[src/rtl/servo_pwm_pkg.sv]
// -----------------------------------------------------------------------------
// servo_pwm_pkg
// Shared definitions for the servo PWM core and its bus-facing register
// wrapper. The package holds:
//   - the default channel count and value width;
//   - the per-channel field packing on the E/T/D buses;
//   - the wrapper register map (E/T/D per channel, fixed channel stride);
//   - the channel operating modes.
// No ports (package).
// -----------------------------------------------------------------------------
package servo_pwm_pkg;

    localparam int NCH_DEF = 8;   // number of PWM channels
    localparam int CW_DEF  = 32;  // width of period/duty/counter in cycles

    // Wrapper register map: byte offsets inside one channel block
    localparam int REG_E_OFS = 'h0;
    localparam int REG_T_OFS = 'h4;
    localparam int REG_D_OFS = 'h8;
    localparam int CH_STRIDE = 'hC;

    typedef enum logic [1:0] {
        FIELD_E = 2'd0,
        FIELD_T = 2'd1,
        FIELD_D = 2'd2
    } field_e;

    // Channel operating mode, derived each cycle from enable and active period
    typedef enum logic [1:0] {
        CH_OFF  = 2'd0,  // disabled: continuous shadow reload
        CH_IDLE = 2'd1,  // enabled but active period is zero
        CH_RUN  = 2'd2   // enabled with a valid period
    } ch_mode_e;

    // LSB of channel ch inside a packed per-channel bus of cw-bit fields
    function automatic int ch_field_lsb(input int ch, input int cw);
        return ch * cw;
    endfunction

    // Byte address of a channel register in the wrapper map
    function automatic logic [15:0] reg_addr(input int ch, input field_e f);
        int ofs;
        case (f)
            FIELD_E: ofs = REG_E_OFS;
            FIELD_T: ofs = REG_T_OFS;
            FIELD_D: ofs = REG_D_OFS;
            default: ofs = REG_E_OFS;
        endcase
        return 16'(ch * CH_STRIDE + ofs);
    endfunction

endpackage

[src/rtl/servo_pwm_core_channel.sv]
// -----------------------------------------------------------------------------
// pwm_channel
// One PWM channel: period counter, shadow/active T/D pair, duty compare and
// end-of-period strobe. New T/D are taken only on the last cycle of a period
// (or continuously while disabled / while the active period is zero), so a
// running output never sees a truncated or doubled pulse.
// Ports:
//   clk        in   system clock
//   rst_n      in   asynchronous active-low reset
//   en         in   channel enable (level)
//   period     in   shadow period T (cycles)
//   duty       in   shadow high time D (cycles)
//   pwm        out  registered PWM output, lags the counter by one cycle
//   period_end out  one-cycle pulse on the last cycle of each active period
// -----------------------------------------------------------------------------
module pwm_channel
    import servo_pwm_pkg::*;
#(
    parameter int CW = CW_DEF
) (
    input  logic          clk,
    input  logic          rst_n,
    input  logic          en,
    input  logic [CW-1:0] period,
    input  logic [CW-1:0] duty,
    output logic          pwm,
    output logic          period_end
);

    ch_mode_e      mode;
    logic [CW-1:0] cnt_p0;
    logic [CW-1:0] t_act_p0;
    logic [CW-1:0] d_act_p0;
    logic          last_p0;
    logic          pwm_p1;
    logic          pend_p1;

    always_comb begin
        mode = CH_RUN;
        if (!en) begin
            mode = CH_OFF;
        end else if (t_act_p0 == '0) begin
            mode = CH_IDLE;
        end
    end

    // Only meaningful in CH_RUN, where t_act_p0 > 0 so the subtraction is safe
    assign last_p0 = (cnt_p0 == t_act_p0 - CW'(1));

    // Stage p0: period counter and active T/D registers
    always_ff @(posedge clk or negedge rst_n) begin
        if (!rst_n) begin
            cnt_p0   <= '0;
            t_act_p0 <= '0;
            d_act_p0 <= '0;
        end else begin
            case (mode)
                CH_RUN: begin
                    if (last_p0) begin
                        cnt_p0   <= '0;
                        t_act_p0 <= period;
                        d_act_p0 <= duty;
                    end else begin
                        cnt_p0   <= cnt_p0 + CW'(1);
                    end
                end
                default: begin
                    // Disabled or zero period: hold at the start of a fresh
                    // period and track the shadow values every cycle.
                    cnt_p0   <= '0;
                    t_act_p0 <= period;
                    d_act_p0 <= duty;
                end
            endcase
        end
    end

    // Stage p1: registered outputs
    always_ff @(posedge clk or negedge rst_n) begin
        if (!rst_n) begin
            pwm_p1  <= 1'b0;
            pend_p1 <= 1'b0;
        end else if (mode == CH_RUN) begin
            pwm_p1  <= (cnt_p0 < d_act_p0);
            pend_p1 <= last_p0;
        end else begin
            pwm_p1  <= 1'b0;
            pend_p1 <= 1'b0;
        end
    end

    assign pwm        = pwm_p1;
    assign period_end = pend_p1;

endmodule

[src/rtl/servo_pwm_core.sv]
// -----------------------------------------------------------------------------
// servo_pwm_core
// Multi-channel servo PWM generator. Slices the packed per-channel buses and
// instantiates one independent pwm_channel per channel.
// Ports:
//   clk           in   system clock
//   rst_n         in   asynchronous active-low reset
//   en_i          in   [NCH]     per-channel enable, bit k = channel k
//   period_i      in   [NCH*CW]  per-channel period, channel k at [k*CW +: CW]
//   duty_i        in   [NCH*CW]  per-channel high time, same packing
//   pwm_o         out  [NCH]     registered PWM outputs
//   period_end_o  out  [NCH]     last-cycle-of-period strobes
// -----------------------------------------------------------------------------
module servo_pwm_core
    import servo_pwm_pkg::*;
#(
    parameter int NCH = NCH_DEF,
    parameter int CW  = CW_DEF
) (
    input  logic              clk,
    input  logic              rst_n,
    input  logic [NCH-1:0]    en_i,
    input  logic [NCH*CW-1:0] period_i,
    input  logic [NCH*CW-1:0] duty_i,
    output logic [NCH-1:0]    pwm_o,
    output logic [NCH-1:0]    period_end_o
);

    for (genvar k = 0; k < NCH; k++) begin : g_ch
        pwm_channel #(
            .CW (CW)
        ) u_ch (
            .clk        (clk),
            .rst_n      (rst_n),
            .en         (en_i[k]),
            .period     (period_i[ch_field_lsb(k, CW) +: CW]),
            .duty       (duty_i[ch_field_lsb(k, CW) +: CW]),
            .pwm        (pwm_o[k]),
            .period_end (period_end_o[k])
        );
    end

endmodule

[config.mk]
export PLATFORM = sky130hd
export DESIGN_NAME = servo_pwm_core
export DESIGN_NICKNAME = d
export VERILOG_FILES = /design/src/rtl/servo_pwm_pkg.sv /design/src/rtl/servo_pwm_core_channel.sv /design/src/rtl/servo_pwm_core.sv
export SDC_FILE = /design/constraint.sdc
export NUM_CORES = 2
export LEC_CHECK = 0
export ABC_AREA = 1
export CAP_MARGIN = 5
export CORE_UTILIZATION = 35
export CTS_CLUSTER_SIZE = 20
export DETAILED_ROUTE_END_ITERATION = 16
export PLACE_DENSITY_LB_ADDON = 0.1
export SYNTH_ARGS = -nofsm -noshare
export SYNTH_HDL_FRONTEND = slang
export SYNTH_SLANG_ARGS = --single-unit
[constraint.sdc]
create_clock -name clk -period 4.7 [get_ports clk]
set_input_delay 0.94 -clock clk [delete_from_list [all_inputs] [get_ports clk]]
set_output_delay 0.94 -clock clk [all_outputs]
set_load 0.01 [all_outputs]
Yosys cells after proc, flatten, opt, wreduce, memory -nomap -nowiden. Cells that the tools add are included.

Register bits after elaboration: 784. Output and inout bits: 16. Word-level logic and storage cells: 176.

Add/subtract/negate cells: 16. $lt $le $gt $ge: 8. Eq/ne operators: 24. Multiplexer cells: 80. Reductions and logical operators: 8.

Operator list (count): $mux 32 (48); $add 32x1->32 const B (8); $eq 32x32->1 (8); $logic_not 32->1 (8); $lt 32x32->1 (8); $sub 32x1->32 const B (8); $mux 2 (16); $eq 2x2->1 const B (8); $mux 1 (16); $ne 2x1->1 const B (8).

Logic depth before layout (Yosys ltp).
Depth in word-level cells: 5. Depth in mapped cells: 19. Depth with buffers taken out: 17.

By module. Synthesis repeated with hierarchy kept, for this count alone.

Cells, all modules: 7679. Area, all modules: 53841.6 um^2.

By module, submodules not included: pwm_channel at g_ch[0].u_ch ... (instances 7, cells an instance 963, area each 6745.2 um^2, sequential area each 2452.4 um^2); pwm_channel at g_ch[7].u_ch (instances 1, cells an instance 938, area each 6625.1 um^2, sequential area each 2452.4 um^2).

Worst setup path before layout. OpenSTA, ideal clock, no wires.

Path type: flip-flop to flip-flop. Start: register g_ch[5].u_ch.t_act_p0[0]. End: register g_ch[5].u_ch.cnt_p0[0]. Library setup time: 0.122 ns. Arrival: 2.132 ns. Data required time: 4.578 ns. Setup slack: 2.446 ns. Stages on the path, launching flop included: 16. Clock period less this slack: 2.254 ns. Cell sequence: dfrtp_1 -> inv_2 -> ha_1 -> nand3_2 -> nor2_2 -> nand2_1 -> o21bai_1 -> nand2_1 -> nor2_1 -> nand2_1 -> nor2_1 -> nand3_1 -> nand2_2 -> buf_6 -> buf_2 -> nor2_1.

Longest elaborated chain between the ends: 5. Elaborated cells on any way between the ends: 8. Classes of those cells: add/sub: 1; eq/ne: 2; mux: 4; reduce/logical: 1.

Ends and longest elaborated chain: start: declaration (RTL line servo_pwm_core_channel.sv:32) `logic [CW-1:0] t_act_p0;`; start signal: assignment (RTL line servo_pwm_core_channel.sv:61) `t_act_p0 <= period;`; start signal: assignment (RTL line servo_pwm_core_channel.sv:71) `t_act_p0 <= period;`; parallel branches: the longest is 4 deep, another holds $sub 32x1->32; $mux 32 * (RTL line servo_pwm_core_channel.sv:57) `case (mode)`; end signal: assignment (RTL line servo_pwm_core_channel.sv:64) `cnt_p0 <= cnt_p0 + CW'(1);`; end: declaration (RTL line servo_pwm_core_channel.sv:31) `logic [CW-1:0] cnt_p0;`.

Mark *: on every way between the ends. A chain may end at the register's enable or synchronous reset.

Worst setup path in the final report.
Start: register g_ch[5].u_ch.t_act_p0[14]. End: register g_ch[5].u_ch.t_act_p0[24].

Longest elaborated chain between the ends: 5. Elaborated cells on any way between the ends: 8. Classes of those cells: add/sub: 1; eq/ne: 3; mux: 3; reduce/logical: 1.

Ends and longest elaborated chain: parallel branches: the longest is 5 deep, another holds $sub 32x1->32.

Parallel ways; which one is timed is not known.

==> impl_metrics.yaml <==
clock_network:
  cts_tree: "done"
  root_buffer: "clkbuf_16"
  worstSkewPairLatency_ps: 700
  h-tree-depth: 3
  cts_sinks: 784
  cts_inserted_buffers: 98
  clockBufferDepth: 3
  post_cts.repair.setup_buffers: 0
  hold_buffers: 0
  ctsResizeCount: 0
  cts.clk_slew.worst_paths_ps: 60
job:
  cap_viol_max_count: 0
logic_synthesis:
  synthMuxAreaShare_pct: 0
  synth-async-reset-ratio_pct: 100
  ys.flop_type: "dfrtp_1"
  synth_cells: 7638
  ys_seq_elements: 784
  yosysMostFrequentCell: "nand2_1"
  ys_seq_area_share_pct: 36.9
  synthAdderAreaFrac_pct: 6.22
  synth_compound_area_share_pct: 3.69
  ys_types: 50
  synthSimpleGateAreaFrac_pct: 37.5
  yosysTopAreaCellShare_pct: 36.9
  synth_top_family_by_area: "simple AND/OR/NAND/NOR gates"
  synth_nets: 8424
  synth_warnings: 0
  synth_edf_count: 0
  synthTopCellsByCount: "2410 x nand2_1, 1052 x nor2_1, 814 x inv_1, 811 x nand3_1, 784 x dfrtp_1"
  synth_area_sq_um: 53100
  ys_top_cells_by_area: "dfrtp_1 37%, nand2_1 17%, nand3_1 7.6%"
  yosysTopAreaCell: "dfrtp_1"
  synth_area_per_cell_sq_um: 6.96
  synth_xor_xnor_area_share_pct: 7.57
cells_and_area:
  drive_above_1_share_pct: 3.81
  nets: 8888
  area_delta_synth_final_pct: 20.3
power_and_ir_drop:
  clock_power_share_pct: 42.6
  p_sw_share_pct: 29.0
  leakage_nw: 31.3
  p_seq_share_pct: 41.3
  power_per_cell_area_nw_per_um2: 290
  p_switching_mw: 5.38
  ir_drop_uv: 266
  combPwrFrac_pct: 16.1
  p_int_mw: 13.1
floorplanning:
  initial_core_util_pct: 35.4
  core_area_sq_um: 150000
  io_pins: 538
  dieWidth_microns: 392
  die_area_sq_um: 153000
  die_height_microns: 392
  rows: 142
routing:
  vias: 50010
  antenna_left: 0
  vias_per_cell: 4.90
  dr.pass1.iters: 5
  post_drt_wl_per_cell_microns: 17.9
  drt_first_iter_violations: 3313
  route.detailed.drc: 0
  wirelength_microns: 182000
critical_path:
  reg2reg_depth: 12
  reg2reg_to: "g_ch[5].u_ch.t_act_p0[24]"
  required_ps: 5340
  worst-path-max-fanout: 89
  startpoint_type: "flop"
  rrSetupSlack_ps: 1290
  endpoint_kind: "flop"
  worstSetupPathType: "reg2reg"
  cp.arrival_ps: 4040
  r2r-start: "g_ch[5].u_ch.t_act_p0[14]"
sta:
  setup_ws_ps: 1290
  setup_violations: 0
  fin_crit_sh_pct: 72.5
  clock_skew_ps: 32.6
  worst-slew-pin-transition_ps: 1100
  hold_violations: 0
  drv_slew: 0
  min_period_ps: 3410
  max_freq_mhz: 293
  rsz0062_at_grt: "no"
  setup_tns_ps: 0
  maxSlewHeadroom_pct: 26.5
grt:
  antenna_found_initial: 48
  grt_max_degree: 111
  grt_pass1_vias: 49219
  gr-total-overflow: 0
  grt_pass1_wl_microns: 284000
  grtUsageTotal_pct: 23.6
placed_design:
  numPortBuffers: 537
  dp_hpwl_microns: 142000
  pre_cts_ws_ps: 1290
  finalWeightedCongestion: 0.940
outcome:
  status: "completed"
min_path:
  hp-class: "in2async"
==> per-stage QoR <==
stage / instances / instance area [sq um] / hold slack [ps] / utilization (%) / total power, mW
4_1_cts: 10198 / 63900 / 335 / 42.5 / 18.8
5_1_grt: 10210 / 63900 / 367 / 42.5 / 19.5
3_3_place_gp: 10018 / 60500 / 490 / 40.3 / 10.7
2_1_floorplan: 7638 / 53100 / 468 / - / 9.42
3_5_place_dp: 10018 / 60500 / 493 / 40.3 / 10.8
6_report: 10215 / 63900 / 343 / 42.5 / 18.5
==> power by group through the flow <==
stage / sequential (mW) / combinational (mW) / clock, mW
after floorplan: 7.58 / 1.84 / 0
after global placement: 7.75 / 2.98 / 0
after detailed placement: 7.76 / 3.00 / 0
after CTS: 7.64 / 3.02 / 8.16
after global routing: 7.70 / 3.41 / 8.41
final: 7.64 / 2.99 / 7.89
==> cell usage in the layout, fill, tap and decap left out, drive strengths merged, types with 6 or more instances in the layout <==
master,Yosys,routed
nor3,119,119
xnor2,162,162
a211oi,7,7
o21ai,121,121
a21o,9,9
nand3b,41,41
inv,825,829
clkinv,1,18
buf,191,55
diode,0,17
dfrtp,784,784
nand4,160,160
or2,8,8
clkdlybuf4s50,0,536
nand3,815,815
nand2,2421,2421
and2,6,6
ha,264,264
o21bai,36,36
bufinv,0,7
a21oi,147,147
clkbuf,36,149
o21a,9,9
nor4,42,42
nor2,1099,1099
xor2,297,297
==> kinds of logic after synthesis <==
| kind of cell | Yosys count |
|---|---|
| AO/OA/AOI/OAI | 350 |
| adder cells (fa/ha/maj) | 264 |
| AND/OR/NAND/NOR | 4728 |
| flip-flops | 784 |
| XOR/XNOR | 459 |
| buffers and inverters | 1053 |
==> registers in the layout (all words and copies together), names as in the netlist <==
| register | flops |
|---|---|
| g_ch.u_ch.pwm | 8 |
| g_ch.u_ch.t_act_p0 | 256 |
| g_ch.u_ch.cnt_p0 | 256 |
| g_ch.u_ch.d_act_p0 | 256 |
| g_ch.u_ch.period_end | 8 |
==> critical path, stage by stage, from the launching register on <==
cell and delay (ps):
dfrtp_1 430, nor2_1 160, nand2_1 150, nor2_1 400, nand4_1 240, nor3_1 410
nand3_1 120, nand2_1 140, inv_2 70, nand2_4 150, buf_4 760, nand2_1 140
nand2_1 100
==> cell type report <==
class | instances | area, sq um
clock inverters | 31 | 393
repair buffers | 591 | 6000
fillers | 15941 | 86400
clock buffers | 149 | 2980
flip-flops and latches | 784 | 19600
multi-input cells | 5801 | 29300
diodes | 17 | 42.5
well taps | 2016 | 2520
inverters | 826 | 3100
==> metal layers <==
| layer | share of wire, % | global-route usage [%] |
|---|---|---|
| met1 | 48 | 33.7 |
| met2 | 44 | 37.1 |
| met3 | 4.7 | 3.51 |
| met4 | 2.4 | 6.19 |
| met5 | 0.13 | 0 |
==> how the worst max path moves through the flow <==
stage	start	end	slack, ps	depth (start not counted)
6_report	g_ch[5].u_ch.t_act_p0[14]	g_ch[5].u_ch.t_act_p0[24]	1290	12
3_3_place_gp	g_ch[0].u_ch.t_act_p0[5]	g_ch[0].u_ch.t_act_p0[5]	1280	14
4_1_cts	g_ch[5].u_ch.t_act_p0[14]	g_ch[5].u_ch.t_act_p0[24]	1260	12
2_1_floorplan	g_ch[5].u_ch.t_act_p0[0]	g_ch[5].u_ch.cnt_p0[0]	2450	15
3_5_place_dp	g_ch[5].u_ch.t_act_p0[14]	g_ch[5].u_ch.t_act_p0[17]	1290	12
5_1_grt	g_ch[5].u_ch.t_act_p0[0]	g_ch[5].u_ch.t_act_p0[16]	910	17
No activity file was read; power rests on OpenSTA's default activity.
